`src/rtl/ft_mon_pkg.sv`:
```
// rtl/ft_mon_pkg.sv - shared state encoding and default constants for the result monitor
//
// Purpose: monitor FSM state enum and default flag/result addresses and timeout.
// Ports:   none (package).
package ft_mon_pkg;

    typedef enum logic [2:0] {
        IDLE    = 3'd0,
        RUN     = 3'd1,
        VOTE    = 3'd2,
        DONE    = 3'd3,
        TIMEOUT = 3'd4
    } mon_state_e;

    localparam logic [31:0] DEF_FLAG_ADDR   = 32'h0000_1000;
    localparam logic [31:0] DEF_RESULT_ADDR = 32'h0000_1004;
    localparam logic [31:0] DEF_TIMEOUT_CYC = 32'd100;

endpackage

```
`src/rtl/ft_mon_channel.sv`:
```
// rtl/ft_mon_channel.sv - per-core write snooper capturing result word and completion flag
//
// Purpose: decode one core's data-write channel, capture its result and completion flag.
// Ports:   clk_i/rst_i    clock, async active-high reset
//          clear_i        arm pulse, wipes the capture
//          en_i           capture window (monitor in RUN)
//          wr_valid_i/wr_addr_i/wr_data_i  snooped write
//          result_o       captured result word
//          flag_o         completion flag already seen
//          flag_set_o     completion flag arriving this cycle
module ft_mon_channel #(
    parameter int            AW          = 32,
    parameter int            DW          = 32,
    parameter logic [AW-1:0] FLAG_ADDR   = '0,
    parameter logic [AW-1:0] RESULT_ADDR = '0
) (
    input  logic          clk_i,
    input  logic          rst_i,
    input  logic          clear_i,
    input  logic          en_i,
    input  logic          wr_valid_i,
    input  logic [AW-1:0] wr_addr_i,
    input  logic [DW-1:0] wr_data_i,
    output logic [DW-1:0] result_o,
    output logic          flag_o,
    output logic          flag_set_o
);

    logic [DW-1:0] result_q, result_d;
    logic          flag_q, flag_d;
    logic          wr_en;

    assign wr_en      = en_i && wr_valid_i;
    // Zero writes to the flag word do not count as completion.
    assign flag_set_o = wr_en && (wr_addr_i == FLAG_ADDR) && (wr_data_i != '0);

    always_comb begin
        result_d = result_q;
        flag_d   = flag_q;
        if (clear_i) begin
            result_d = '0;
            flag_d   = 1'b0;
        end else begin
            // Once the core has signalled completion its result is frozen.
            if (wr_en && (wr_addr_i == RESULT_ADDR) && !flag_q) begin
                result_d = wr_data_i;
            end
            if (flag_set_o) begin
                flag_d = 1'b1;
            end
        end
    end

    always_ff @(posedge clk_i or posedge rst_i) begin
        if (rst_i) begin
            result_q <= '0;
            flag_q   <= 1'b0;
        end else begin
            result_q <= result_d;
            flag_q   <= flag_d;
        end
    end

    assign result_o = result_q;
    assign flag_o   = flag_q;

endmodule

```
`src/rtl/ft_result_monitor.sv`:
```
// rtl/ft_result_monitor.sv - fault-tolerant multi-core result monitor with majority vote
//
// Purpose: snoop NUM_CH core write channels, wait for every completion flag (or time
//          out), then vote on the captured results and flag disagreeing cores.
// Ports:   clk_i/rst_i         clock, async active-high reset
//          start_i             arm pulse (honoured in IDLE, DONE, TIMEOUT)
//          wr_valid_i/wr_addr_i/wr_data_i  per-channel snooped writes
//          busy_o/done_o/timeout_o          status
//          result_o/agree_o/fault_mask_o    vote outcome
//          cycles_o            saturating RUN cycle count
module ft_result_monitor
    import ft_mon_pkg::*;
#(
    parameter int            NUM_CH      = 3,
    parameter int            AW          = 32,
    parameter int            DW          = 32,
    parameter logic [AW-1:0] FLAG_ADDR   = AW'(DEF_FLAG_ADDR),
    parameter logic [AW-1:0] RESULT_ADDR = AW'(DEF_RESULT_ADDR),
    parameter logic [31:0]   TIMEOUT_CYC = DEF_TIMEOUT_CYC
) (
    input  logic                       clk_i,
    input  logic                       rst_i,
    input  logic                       start_i,
    input  logic [NUM_CH-1:0]          wr_valid_i,
    input  logic [NUM_CH-1:0][AW-1:0]  wr_addr_i,
    input  logic [NUM_CH-1:0][DW-1:0]  wr_data_i,
    output logic                       busy_o,
    output logic                       done_o,
    output logic                       timeout_o,
    output logic [DW-1:0]              result_o,
    output logic                       agree_o,
    output logic [NUM_CH-1:0]          fault_mask_o,
    output logic [31:0]                cycles_o
);

    mon_state_e                 state_q, state_d;
    logic [NUM_CH-1:0]          flag, flag_set, flag_next;
    logic [NUM_CH-1:0][DW-1:0]  res;
    logic [DW-1:0]              result_q, result_d, vote_result;
    logic                       agree_q, agree_d, vote_agree, vote_found;
    logic [NUM_CH-1:0]          fault_q, fault_d, vote_fault;
    logic [31:0]                cycles_q, cycles_d, cycles_inc;
    logic [3:0]                 match_cnt;
    logic                       arm, in_run;

    assign in_run = (state_q == RUN);
    assign arm    = start_i && (state_q == IDLE || state_q == DONE || state_q == TIMEOUT);

    for (genvar c = 0; c < NUM_CH; c++) begin : g_ch
        ft_mon_channel #(
            .AW          (AW),
            .DW          (DW),
            .FLAG_ADDR   (FLAG_ADDR),
            .RESULT_ADDR (RESULT_ADDR)
        ) u_ch (
            .clk_i      (clk_i),
            .rst_i      (rst_i),
            .clear_i    (arm),
            .en_i       (in_run),
            .wr_valid_i (wr_valid_i[c]),
            .wr_addr_i  (wr_addr_i[c]),
            .wr_data_i  (wr_data_i[c]),
            .result_o   (res[c]),
            .flag_o     (flag[c]),
            .flag_set_o (flag_set[c])
        );
    end

    // Flags including this cycle's arrivals, so a last flag on the timeout cycle still wins.
    assign flag_next  = flag | flag_set;
    assign cycles_inc = (cycles_q == 32'hFFFF_FFFF) ? cycles_q : cycles_q + 32'd1;

    // Majority vote over the frozen captures. With two channels the second index is
    // written as NUM_CH-1 so the expression stays in range for every legal NUM_CH.
    always_comb begin
        vote_result = res[0];
        vote_agree  = 1'b0;
        vote_found  = 1'b0;
        match_cnt   = '0;
        if (NUM_CH == 1) begin
            vote_agree = 1'b1;
        end else if (NUM_CH == 2) begin
            vote_agree = (res[0] == res[NUM_CH-1]);
        end else begin
            for (int i = 0; i < NUM_CH; i++) begin
                match_cnt = '0;
                for (int j = 0; j < NUM_CH; j++) begin
                    if (res[j] == res[i]) begin
                        match_cnt = match_cnt + 4'd1;
                    end
                end
                if (!vote_found && (match_cnt > 4'(NUM_CH / 2))) begin
                    vote_found  = 1'b1;
                    vote_result = res[i];
                end
            end
            vote_agree = vote_found;
        end
        for (int c = 0; c < NUM_CH; c++) begin
            vote_fault[c] = vote_agree ? (res[c] != vote_result) : 1'b1;
        end
    end

    always_comb begin
        state_d  = state_q;
        result_d = result_q;
        agree_d  = agree_q;
        fault_d  = fault_q;
        cycles_d = cycles_q;
        case (state_q)
            IDLE, DONE, TIMEOUT: begin
                if (start_i) begin
                    state_d  = RUN;
                    result_d = '0;
                    agree_d  = 1'b0;
                    fault_d  = '0;
                    cycles_d = '0;
                end
            end
            RUN: begin
                cycles_d = cycles_inc;
                if (&flag_next) begin
                    state_d = VOTE;
                end else if (cycles_inc >= TIMEOUT_CYC) begin
                    state_d  = TIMEOUT;
                    result_d = '0;
                    agree_d  = 1'b0;
                    fault_d  = ~flag_next;
                end
            end
            VOTE: begin
                state_d  = DONE;
                result_d = vote_result;
                agree_d  = vote_agree;
                fault_d  = vote_fault;
            end
            default: state_d = IDLE;
        endcase
    end

    always_ff @(posedge clk_i or posedge rst_i) begin
        if (rst_i) begin
            state_q  <= IDLE;
            result_q <= '0;
            agree_q  <= 1'b0;
            fault_q  <= '0;
            cycles_q <= '0;
        end else begin
            state_q  <= state_d;
            result_q <= result_d;
            agree_q  <= agree_d;
            fault_q  <= fault_d;
            cycles_q <= cycles_d;
        end
    end

    assign busy_o       = (state_q == RUN) || (state_q == VOTE);
    assign done_o       = (state_q == DONE);
    assign timeout_o    = (state_q == TIMEOUT);
    assign result_o     = result_q;
    assign agree_o      = agree_q;
    assign fault_mask_o = fault_q;
    assign cycles_o     = cycles_q;

endmodule
```
`config.mk`:
```
export PLATFORM = sky130hd
export DESIGN_NAME = ft_result_monitor
export DESIGN_NICKNAME = d
export VERILOG_FILES = /design/src/rtl/ft_mon_pkg.sv /design/src/rtl/ft_mon_channel.sv /design/src/rtl/ft_result_monitor.sv
export SDC_FILE = /design/constraint.sdc
export NUM_CORES = 1
export LEC_CHECK = 0
export CORE_UTILIZATION = 45
export DETAILED_ROUTE_END_ITERATION = 12
export GPL_TIMING_DRIVEN = 0
export PLACE_DENSITY_LB_ADDON = 0.25
export SETUP_SLACK_MARGIN = 0.2
export SLEW_MARGIN = 20
export SYNTH_ARGS = -nofsm -noshare
export SYNTH_HDL_FRONTEND = slang
export SYNTH_HIERARCHICAL = 1
export SYNTH_SLANG_ARGS = --single-unit
```
`constraint.sdc`:
```
create_clock -name clk_i -period 3.3 [get_ports clk_i]
set_input_delay 0.33 -clock clk_i [delete_from_list [all_inputs] [get_ports clk_i]]
set_output_delay 0.33 -clock clk_i [all_outputs]
set_load 0.02 [all_outputs]
```
# --- Word-level counts from Yosys, hierarchy flattened ---
# Index checks and enable logic that the tools add are counted.
op_classes:
  add_sub_neg: 6
  mul: 0
  n_div: 0
  n_lt_le_gt_ge: 4
  eq_ne: 24
  shift: 0
  muxes: 44
  bitwise: 2
  n_reduce_logical: 43
op_table:
  columns: ["op", "count"]
  rows:
  - ["2-to-1 mux 32 bit", 12]
  - ["equality test 32 x 13 -> 1 bit (second input constant)", 6]
  - ["equality test 32 bit", 6]
  - ["!= test 32 bit", 3]
  - ["one-hot mux 32 bit (3 select lines)", 1]
  - ["nonzero test 32 bit", 3]
  - ["one-hot mux 32 bit (2 select lines)", 1]
  - ["adder 32 x 1 -> 32 bit (second input constant)", 1]
  - ["equality test 32 bit (second input constant)", 1]
  - ["greater-or-equal comparator 32 x 7 -> 1 bit (second input constant)", 1]
  - ["2-to-1 mux 3 bit", 7]
  - ["logical AND 1 bit", 18]
  - ["one-hot mux 3 bit (3 select lines)", 2]
  - ["2-to-1 mux 1 bit", 17]
  - ["nonzero test 2 bit", 7]
  - ["greater-than comparator 4 x 1 -> 1 bit (second input constant)", 3]
  - ["adder 4 x 1 -> 4 bit (second input constant)", 2]
  - ["2-to-1 mux 4 bit", 2]
  - ["adder 2 x 1 -> 3 bit (second input constant)", 2]
  - ["equality test 3 x 2 -> 1 bit (second input constant)", 2]
  - ["!= test 2 bit (second input constant)", 3]
  - ["zero test 1 bit", 5]
  - ["AND reduction 2 bit", 2]
  - ["AND reduction 4 bit", 1]
  - ["other kinds (13)", 15]
totals:
  regBits: 170
  latchBits: 0
  ram_bits: 0
  mem_bits_ro: 0
  in_bits: 198
  output_inout_bits: 71
  word_cells: 134
  n_memories: 0

# --- Longest topological paths before layout ---
# Gate-level depths: netlist of the first run.
depth:
  word_depth: 15
  ltp_mapped: 15
  mapped_depth_nobuf: 13

# --- Modules after synthesis ---
# The synthesis of the first run kept the hierarchy.
by_module_without_submodules:
  columns: ["module", "instances", "cells_per_inst", "area_each_um2", "seq_area_each_um2"]
  rows:
  - ["ft_result_monitor", 1, 615, 5492.8, 1776.7]
  - ["ft_mon_channel", 3, 113, 1507.7, 825.8]

# --- Worst setup path before layout of the first run ---
# OpenSTA, ideal clock, no wires.
synth_path:
  kind: "register -> register"
  from: "register cycles_q[0] (netlist: cycles_o[0])"
  to: "register fault_q[0] (netlist: fault_mask_o[0])"
  setup_ns: 0.128
  arrival_ns: 3.180
  t_required_ns: 3.172
  setup_slack_ns: -0.007
  path_stages_with_launch: 11
  n_path_buf: 0
  synth_period_minus_slack_ns: 3.307
  cell_sequence: "dfrtp_1 > ha_1 > nand2_1 > or4_1 > o2111ai_1 > a22oi_1 > a2111oi_0 > nand4_1 > o2111a_2 > nor2_8 > mux2_1"
synth_between:
  elab_chain_cells: 5
  word_cells_on_any_way: 6
  classes_between: "1 x add/sub; 1 x order compare; 2 x eq/ne; 1 x mux; 1 x reduce/logical"
synth_lines:
  columns: ["element", "line_no", "rtl"]
  rows:
  - ["start, declared", "ft_result_monitor.sv:42", "logic [31:0] cycles_q, cycles_d, cycles_inc;"]
  - ["start signal, assigned", "ft_result_monitor.sv:153", "cycles_q <= cycles_d;"]
  - ["adder 32 x 1 -> 32 bit / equality test 32 bit (equally long branches)", "ft_result_monitor.sv:71", "assign cycles_inc = (cycles_q == 32'hFFFF_FFFF) ? cycles_q : cycles_q + 32'd1;"]
  - ["2-to-1 mux 32 bit (*)", "ft_result_monitor.sv:71", null]
  - ["greater-or-equal comparator 32 x 7 -> 1 bit (*)", "ft_result_monitor.sv:124", "end else if (cycles_inc >= TIMEOUT_CYC) begin"]
  - ["!= test 2 bit (no line) (*)", null, null]
  - ["AND reduction 4 bit (no line) (*)", null, null]
  - ["end signal, assigned", "ft_result_monitor.sv:152", "fault_q <= fault_d;"]
  - ["end, declared", "ft_result_monitor.sv:41", "logic [NUM_CH-1:0] fault_q, fault_d, vote_fault;"]
# Mark *: on every way between the ends. The rest lies on a longest branch, timed or not.
# A chain may end at the register's enable or synchronous reset.

==> results of run 1 <==
## registers in the layout (all words and copies together) (netlist names)
| signal | cells |
|---|---|
| g_ch.u_ch/result_o | 96 |
| result_o | 32 |
| cycles_o | 32 |
| fault_mask_o | 3 |
| state_q | 3 |
| agree_o | 1 |
| g_ch.u_ch/flag_o | 3 |
## timing repair
item / CTS / global route
resized for setup: 79 / 35
cloned: 1 / 3
pin swaps: 23 / 14
setup buffers: 41 / 11
endpoints found under the setup margin: 50 / 48
## per-layer routing
layer / vias to the layer above / share of wire [%] / global-route usage (%)
met5: - / 0 / 0
met4: 0 / 3.2 / 11.65
met3: 101 / 9.0 / 7.681
met2: 615 / 48 / 55.66
met1: 4897 / 40 / 44.89
li1: 4430 / - / -
## report_power, final
part / internal (mW) / leakage (nW) / switching (mW) / total (mW)
Sequential: 2.14 / 2.32 / 0.0487 / 2.19
Combinational: 0.775 / 3.42 / 0.969 / 1.74
Clock: 1.08 / 0.279 / 0.925 / 2.01
## path summary, 6_finish.rpt
| kind | slack [ns] | end | from |
|---|---|---|---|
| max reg2reg | -0.07 | result_o[2] | cycles_o[3] |
| max in group asynchronous | 2.24 | g_ch[0].u_ch/result_o[17] | rst_i |
| min | 0.31 | result_o[21] | rst_i |
| min in group clk_i | 0.48 | state_q[1] | state_q[2] |
| min reg2reg | 0.48 | state_q[1] | state_q[2] |
| max | -0.07 | result_o[2] | cycles_o[3] |
## area by class of cell
class | instances | area [um2] | area share [%]
multi-input cells | 717 | 5678 | 38.65
flip-flops and latches | 170 | 4278 | 29.12
well taps | 280 | 350.3 | 2.385
clock buffers | 19 | 442.9 | 3.015
diodes | 1 | 2.502 | 0.01703
plain buffers | 59 | 561.8 | 3.824
inverters | 9 | 41.29 | 0.2811
clock inverters | 13 | 133.9 | 0.9113
repair buffers | 324 | 3202 | 21.80
## cell usage in the layout, fill, tap and decap left out, types with 6 or more instances in the layout
| cell type | Yosys | final |
|---|---|---|
| sky130_fd_sc_hd__nand3_1 | 21 | 19 |
| sky130_fd_sc_hd__buf_6 | 15 | 22 |
| sky130_fd_sc_hd__o2bb2ai_1 | 29 | 28 |
| sky130_fd_sc_hd__xnor2_1 | 66 | 66 |
| sky130_fd_sc_hd__and2_1 | 8 | 8 |
| sky130_fd_sc_hd__and4_1 | 17 | 15 |
| sky130_fd_sc_hd__nor3_4 | 3 | 6 |
| sky130_fd_sc_hd__buf_8 | 9 | 11 |
| sky130_fd_sc_hd__clkdlybuf4s50_1 | 0 | 268 |
| sky130_fd_sc_hd__o41ai_1 | 8 | 8 |
| sky130_fd_sc_hd__a22o_1 | 97 | 97 |
| sky130_fd_sc_hd__nor3_1 | 9 | 6 |
| sky130_fd_sc_hd__buf_4 | 0 | 48 |
| sky130_fd_sc_hd__dfrtp_2 | 0 | 19 |
| sky130_fd_sc_hd__nor4b_1 | 15 | 14 |
| sky130_fd_sc_hd__and3_1 | 11 | 10 |
| sky130_fd_sc_hd__o21ai_0 | 49 | 47 |
| sky130_fd_sc_hd__a31oi_1 | 14 | 13 |
| sky130_fd_sc_hd__nand2_1 | 47 | 44 |
| sky130_fd_sc_hd__clkbuf_16 | 0 | 20 |
| sky130_fd_sc_hd__nor2b_1 | 8 | 8 |
| sky130_fd_sc_hd__dfrtp_1 | 170 | 151 |
| sky130_fd_sc_hd__nor2_1 | 35 | 30 |
| sky130_fd_sc_hd__clkbuf_2 | 3 | 7 |
| sky130_fd_sc_hd__xor2_1 | 37 | 37 |
| sky130_fd_sc_hd__clkbuf_1 | 25 | 10 |
| sky130_fd_sc_hd__nand4_1 | 43 | 43 |
| sky130_fd_sc_hd__nor4_1 | 64 | 59 |
| sky130_fd_sc_hd__or3_1 | 7 | 7 |
| sky130_fd_sc_hd__a21oi_1 | 19 | 18 |
| sky130_fd_sc_hd__or4_4 | 3 | 7 |
| sky130_fd_sc_hd__o31ai_1 | 13 | 13 |
| sky130_fd_sc_hd__mux2i_1 | 33 | 33 |
## cell usage after synthesis, types with 4 or more instances
cell type                   number
sky130_fd_sc_hd__xnor2_1        66
sky130_fd_sc_hd__nor2b_1         8
sky130_fd_sc_hd__or3_1           7
sky130_fd_sc_hd__buf_6          15
sky130_fd_sc_hd__o2bb2ai_1      29
sky130_fd_sc_hd__nor4_1         64
sky130_fd_sc_hd__xor2_1         37
sky130_fd_sc_hd__and2_1          8
sky130_fd_sc_hd__a22o_1         97
sky130_fd_sc_hd__a31oi_1        14
sky130_fd_sc_hd__o2111ai_1       4
sky130_fd_sc_hd__nand2b_1        5
sky130_fd_sc_hd__nand3_1        21
sky130_fd_sc_hd__clkbuf_1       25
sky130_fd_sc_hd__a21oi_1        19
sky130_fd_sc_hd__buf_8           9
sky130_fd_sc_hd__nand2_1        47
sky130_fd_sc_hd__and3_1         11
sky130_fd_sc_hd__dfrtp_1       170
sky130_fd_sc_hd__or4_1           5
sky130_fd_sc_hd__mux2i_1        33
sky130_fd_sc_hd__nor3_1          9
sky130_fd_sc_hd__o2bb2ai_2       4
sky130_fd_sc_hd__inv_1           8
sky130_fd_sc_hd__and4_1         17
sky130_fd_sc_hd__nor2_1         35
sky130_fd_sc_hd__o21ai_0        49
sky130_fd_sc_hd__nor4b_1        15
sky130_fd_sc_hd__o31ai_1        13
sky130_fd_sc_hd__o41ai_1         8
sky130_fd_sc_hd__nand4_1        43
sky130_fd_sc_hd__buf_2           6
## kinds of logic (layout without fill, tap and decap cells)
logic type | Yosys count | in the layout | share of synthesized area [%]
AOI/OAI and AO/OA | 262 | 262 | 20.84
DFF | 170 | 170 | 42.47
muxes | 36 | 36 | 3.635
adders and majority gates | 1 | 1 | 0.1249
buffers and inverters | 68 | 424 | 4.797
and+or+nand+nor | 314 | 315 | 19.13
other | 0 | 1 | 0
xor gates and xnor gates | 103 | 103 | 9.007
## stage by stage
stage	cells	TNS, ns	area, um2
floorplan	954	0	10090
global placement	1502	-37.92	13130
detailed placement	1503	-22.11	13160
CTS	1577	0	14390
global route	1592	-1.177	14690
finish	1592	-0.6090	14690
==> metrics.txt, run 1 <==
# TYPE chip_impl_metric gauge
chip_impl_metric{name="report.final.slew_viol_count",unit=""} 0
chip_impl_metric{name="die-width",unit="um"} 151.2
chip_impl_metric{name="inserted_clock_buffers",unit=""} 17
chip_impl_metric{name="layout.nets",unit=""} 1497
chip_impl_metric{name="grt_max_degree",unit=""} 56
chip_impl_metric{name="clock_sink_count",unit=""} 170
chip_impl_info{name="cts-root-buf",value="sky130_fd_sc_hd__clkbuf_16"} 1
chip_impl_metric{name="grt_pass1_wl",unit="um"} 57930
chip_impl_metric{name="syn_avg_cell_area",unit="um2"} 10.50
chip_impl_metric{name="cp.depth",unit=""} 13
chip_impl_info{name="hold_path_class",value="input pin to async pin"} 1
chip_impl_metric{name="total_vias_in_the_final_route",unit=""} 10040
chip_impl_metric{name="final_layout_size_suffix_gt1_share",unit="%"} 17.09
chip_impl_info{name="timing.critical_path.cells",value="buf_6 -> nand4_4 -> buf_6 -> nor3_4 -> nand4_1 -> or4_4 -> a2111oi_4 -> nand4_1 -> o2111a_2 -> buf_12 -> nor2_4 -> clkbuf_16 -> o2bb2ai_1"} 1
chip_impl_info{name="cts_tree",value="built"} 1
chip_impl_metric{name="io_buffer_count",unit=""} 268
chip_impl_metric{name="clk-insertion-delay-late",unit="ns"} 0.44
chip_impl_metric{name="grt_residual_overflow",unit=""} 0
chip_impl_metric{name="gp_routability_congestion",unit=""} 0.9599
chip_impl_metric{name="first_global_vias",unit=""} 9903
chip_impl_metric{name="yosys_register_bits",unit=""} 170
chip_impl_metric{name="fin_total_pwr",unit="mW"} 5.941
chip_impl_metric{name="drt-initial-drc-count",unit=""} 892
chip_impl_info{name="failed_checks",value="setup timing"} 1
chip_impl_metric{name="routed_wl",unit="um"} 39000
chip_impl_metric{name="vias_per_cell",unit=""} 6.308
chip_impl_metric{name="power_per_cell_area",unit="nW/um2"} 404.4
chip_impl_metric{name="synth.yosys.warnings",unit=""} 6
chip_impl_metric{name="asyncSetResetFlopFracSynth",unit="%"} 100.0
chip_impl_info{name="rsz0062_at_grt",value="true"} 1
chip_impl_metric{name="reg2reg_depth",unit=""} 13
chip_impl_metric{name="cts_hold_buffers",unit=""} 0
chip_impl_metric{name="maximum_fanout_along_the_worst_path",unit=""} 5
chip_impl_metric{name="place_ws",unit="ns"} -0.6653
chip_impl_metric{name="synth_enable_flop_cells",unit=""} 0
chip_impl_metric{name="holdWs",unit="ns"} 0.3135
chip_impl_metric{name="syn2layout_area_growth",unit="%"} 46.67
chip_impl_metric{name="post_detailed_route_count_of_antenna_violating_nets",unit=""} 0
chip_impl_metric{name="timing_worst_slew_pin_value",unit="ns"} 0.8858
chip_impl_metric{name="post-route-util",unit="%"} 67.31
chip_impl_metric{name="io-pin-count",unit=""} 269
chip_impl_info{name="result_of_the_run",value="finished, violations left"} 1
chip_impl_metric{name="antenna_found_initial",unit=""} 1
chip_impl_metric{name="layout_setup_ws",unit="ns"} -0.06507
chip_impl_metric{name="fmaxAchievable",unit="MHz"} 297.2
chip_impl_metric{name="detail_route.drc_violations",unit=""} 0
chip_impl_metric{name="drv_cap",unit=""} 0
chip_impl_metric{name="die-area",unit="um2"} 22860
chip_impl_metric{name="cp_data_required_time",unit="ns"} 3.66
chip_impl_info{name="synthFlopType",value="sky130_fd_sc_hd__dfrtp_1"} 1
chip_impl_metric{name="vdd.ir_drop.worst",unit="V"} 0.0002776
chip_impl_metric{name="p_leak",unit="nW"} 6.027
chip_impl_metric{name="timing_hold_violations_final",unit=""} 0
chip_impl_metric{name="cts-root-to-sink-buffers",unit=""} 2
chip_impl_metric{name="filler_cell_count",unit=""} 1689
chip_impl_metric{name="fin_worst_skew",unit="ns"} 0.008165
chip_impl_metric{name="cp.arrival",unit="ns"} 3.72
chip_impl_metric{name="clkSlewWorstSetupHoldPaths",unit="ns"} 0.07
chip_impl_metric{name="die_height",unit="um"} 151.2
chip_impl_metric{name="synth.cell_area",unit="um2"} 10020
chip_impl_metric{name="initial_core_util",unit="%"} 45.89
chip_impl_metric{name="synthesis.nets",unit=""} 1153
chip_impl_metric{name="route.detailed.wl_per_inst",unit="um"} 24.50
chip_impl_metric{name="drt_first_pass_iters",unit=""} 7
chip_impl_metric{name="crit_path_max_incr_delay",unit="ns"} 0.57
chip_impl_metric{name="finalCritPeriodShare",unit="%"} 102.0
chip_impl_metric{name="hpwlAfterDp",unit="um"} 29170
chip_impl_metric{name="slew_headroom",unit="%"} 40.40
chip_impl_info{name="critPathTopFamily",value="simple AND/OR/NAND/NOR gates"} 1
chip_impl_metric{name="syn-instance-count",unit=""} 954
chip_impl_metric{name="synth_top_area_share",unit="%"} 42.47
chip_impl_metric{name="htree_num_levels",unit=""} 4
chip_impl_metric{name="coreArea",unit="um2"} 21820
chip_impl_info{name="worstSetupEndpointType",value="register"} 1
chip_impl_metric{name="gr-usage-all-layers",unit="%"} 34.26
chip_impl_info{name="cpMaxStageDelayCell",value="sky130_fd_sc_hd__or4_4"} 1
chip_impl_metric{name="post-route-min-period",unit="ns"} 3.365
chip_impl_metric{name="std_cell_rows",unit=""} 54
chip_impl_info{name="crit_path_start_kind",value="register"} 1
chip_impl_metric{name="synthDistinctLibCells",unit=""} 65
chip_impl_info{name="netlist_top_cells_area",value="sky130_fd_sc_hd__dfrtp_1 42%, sky130_fd_sc_hd__a22o_1 8.5%, sky130_fd_sc_hd__xnor2_1 5.8%"} 1
chip_impl_info{name="synth_largest_area_cell",value="sky130_fd_sc_hd__dfrtp_1"} 1
chip_impl_info{name="crit_type",value="register to register"} 1
chip_impl_metric{name="setup-violations-final",unit=""} 22
chip_impl_metric{name="ys_seq_area_share",unit="%"} 42.47
chip_impl_metric{name="worstPathBufferInverterCount",unit=""} 4
Note: power is estimated with default switching activity, not from simulation.
==> run 2, diff against run 1 <==
--- a/config.mk
+++ b/config.mk
@@ -10,6 +10,7 @@
 export GPL_TIMING_DRIVEN = 0
 export PLACE_DENSITY_LB_ADDON = 0.25
 export SETUP_SLACK_MARGIN = 0.2
+export SKIP_LAST_GASP = 1
 export SLEW_MARGIN = 20
 export SYNTH_ARGS = -nofsm -noshare
 export SYNTH_HDL_FRONTEND = slang
==> results of run 2 <==
Same layout as run 1: the final DEF is identical, and so are final timing and power.
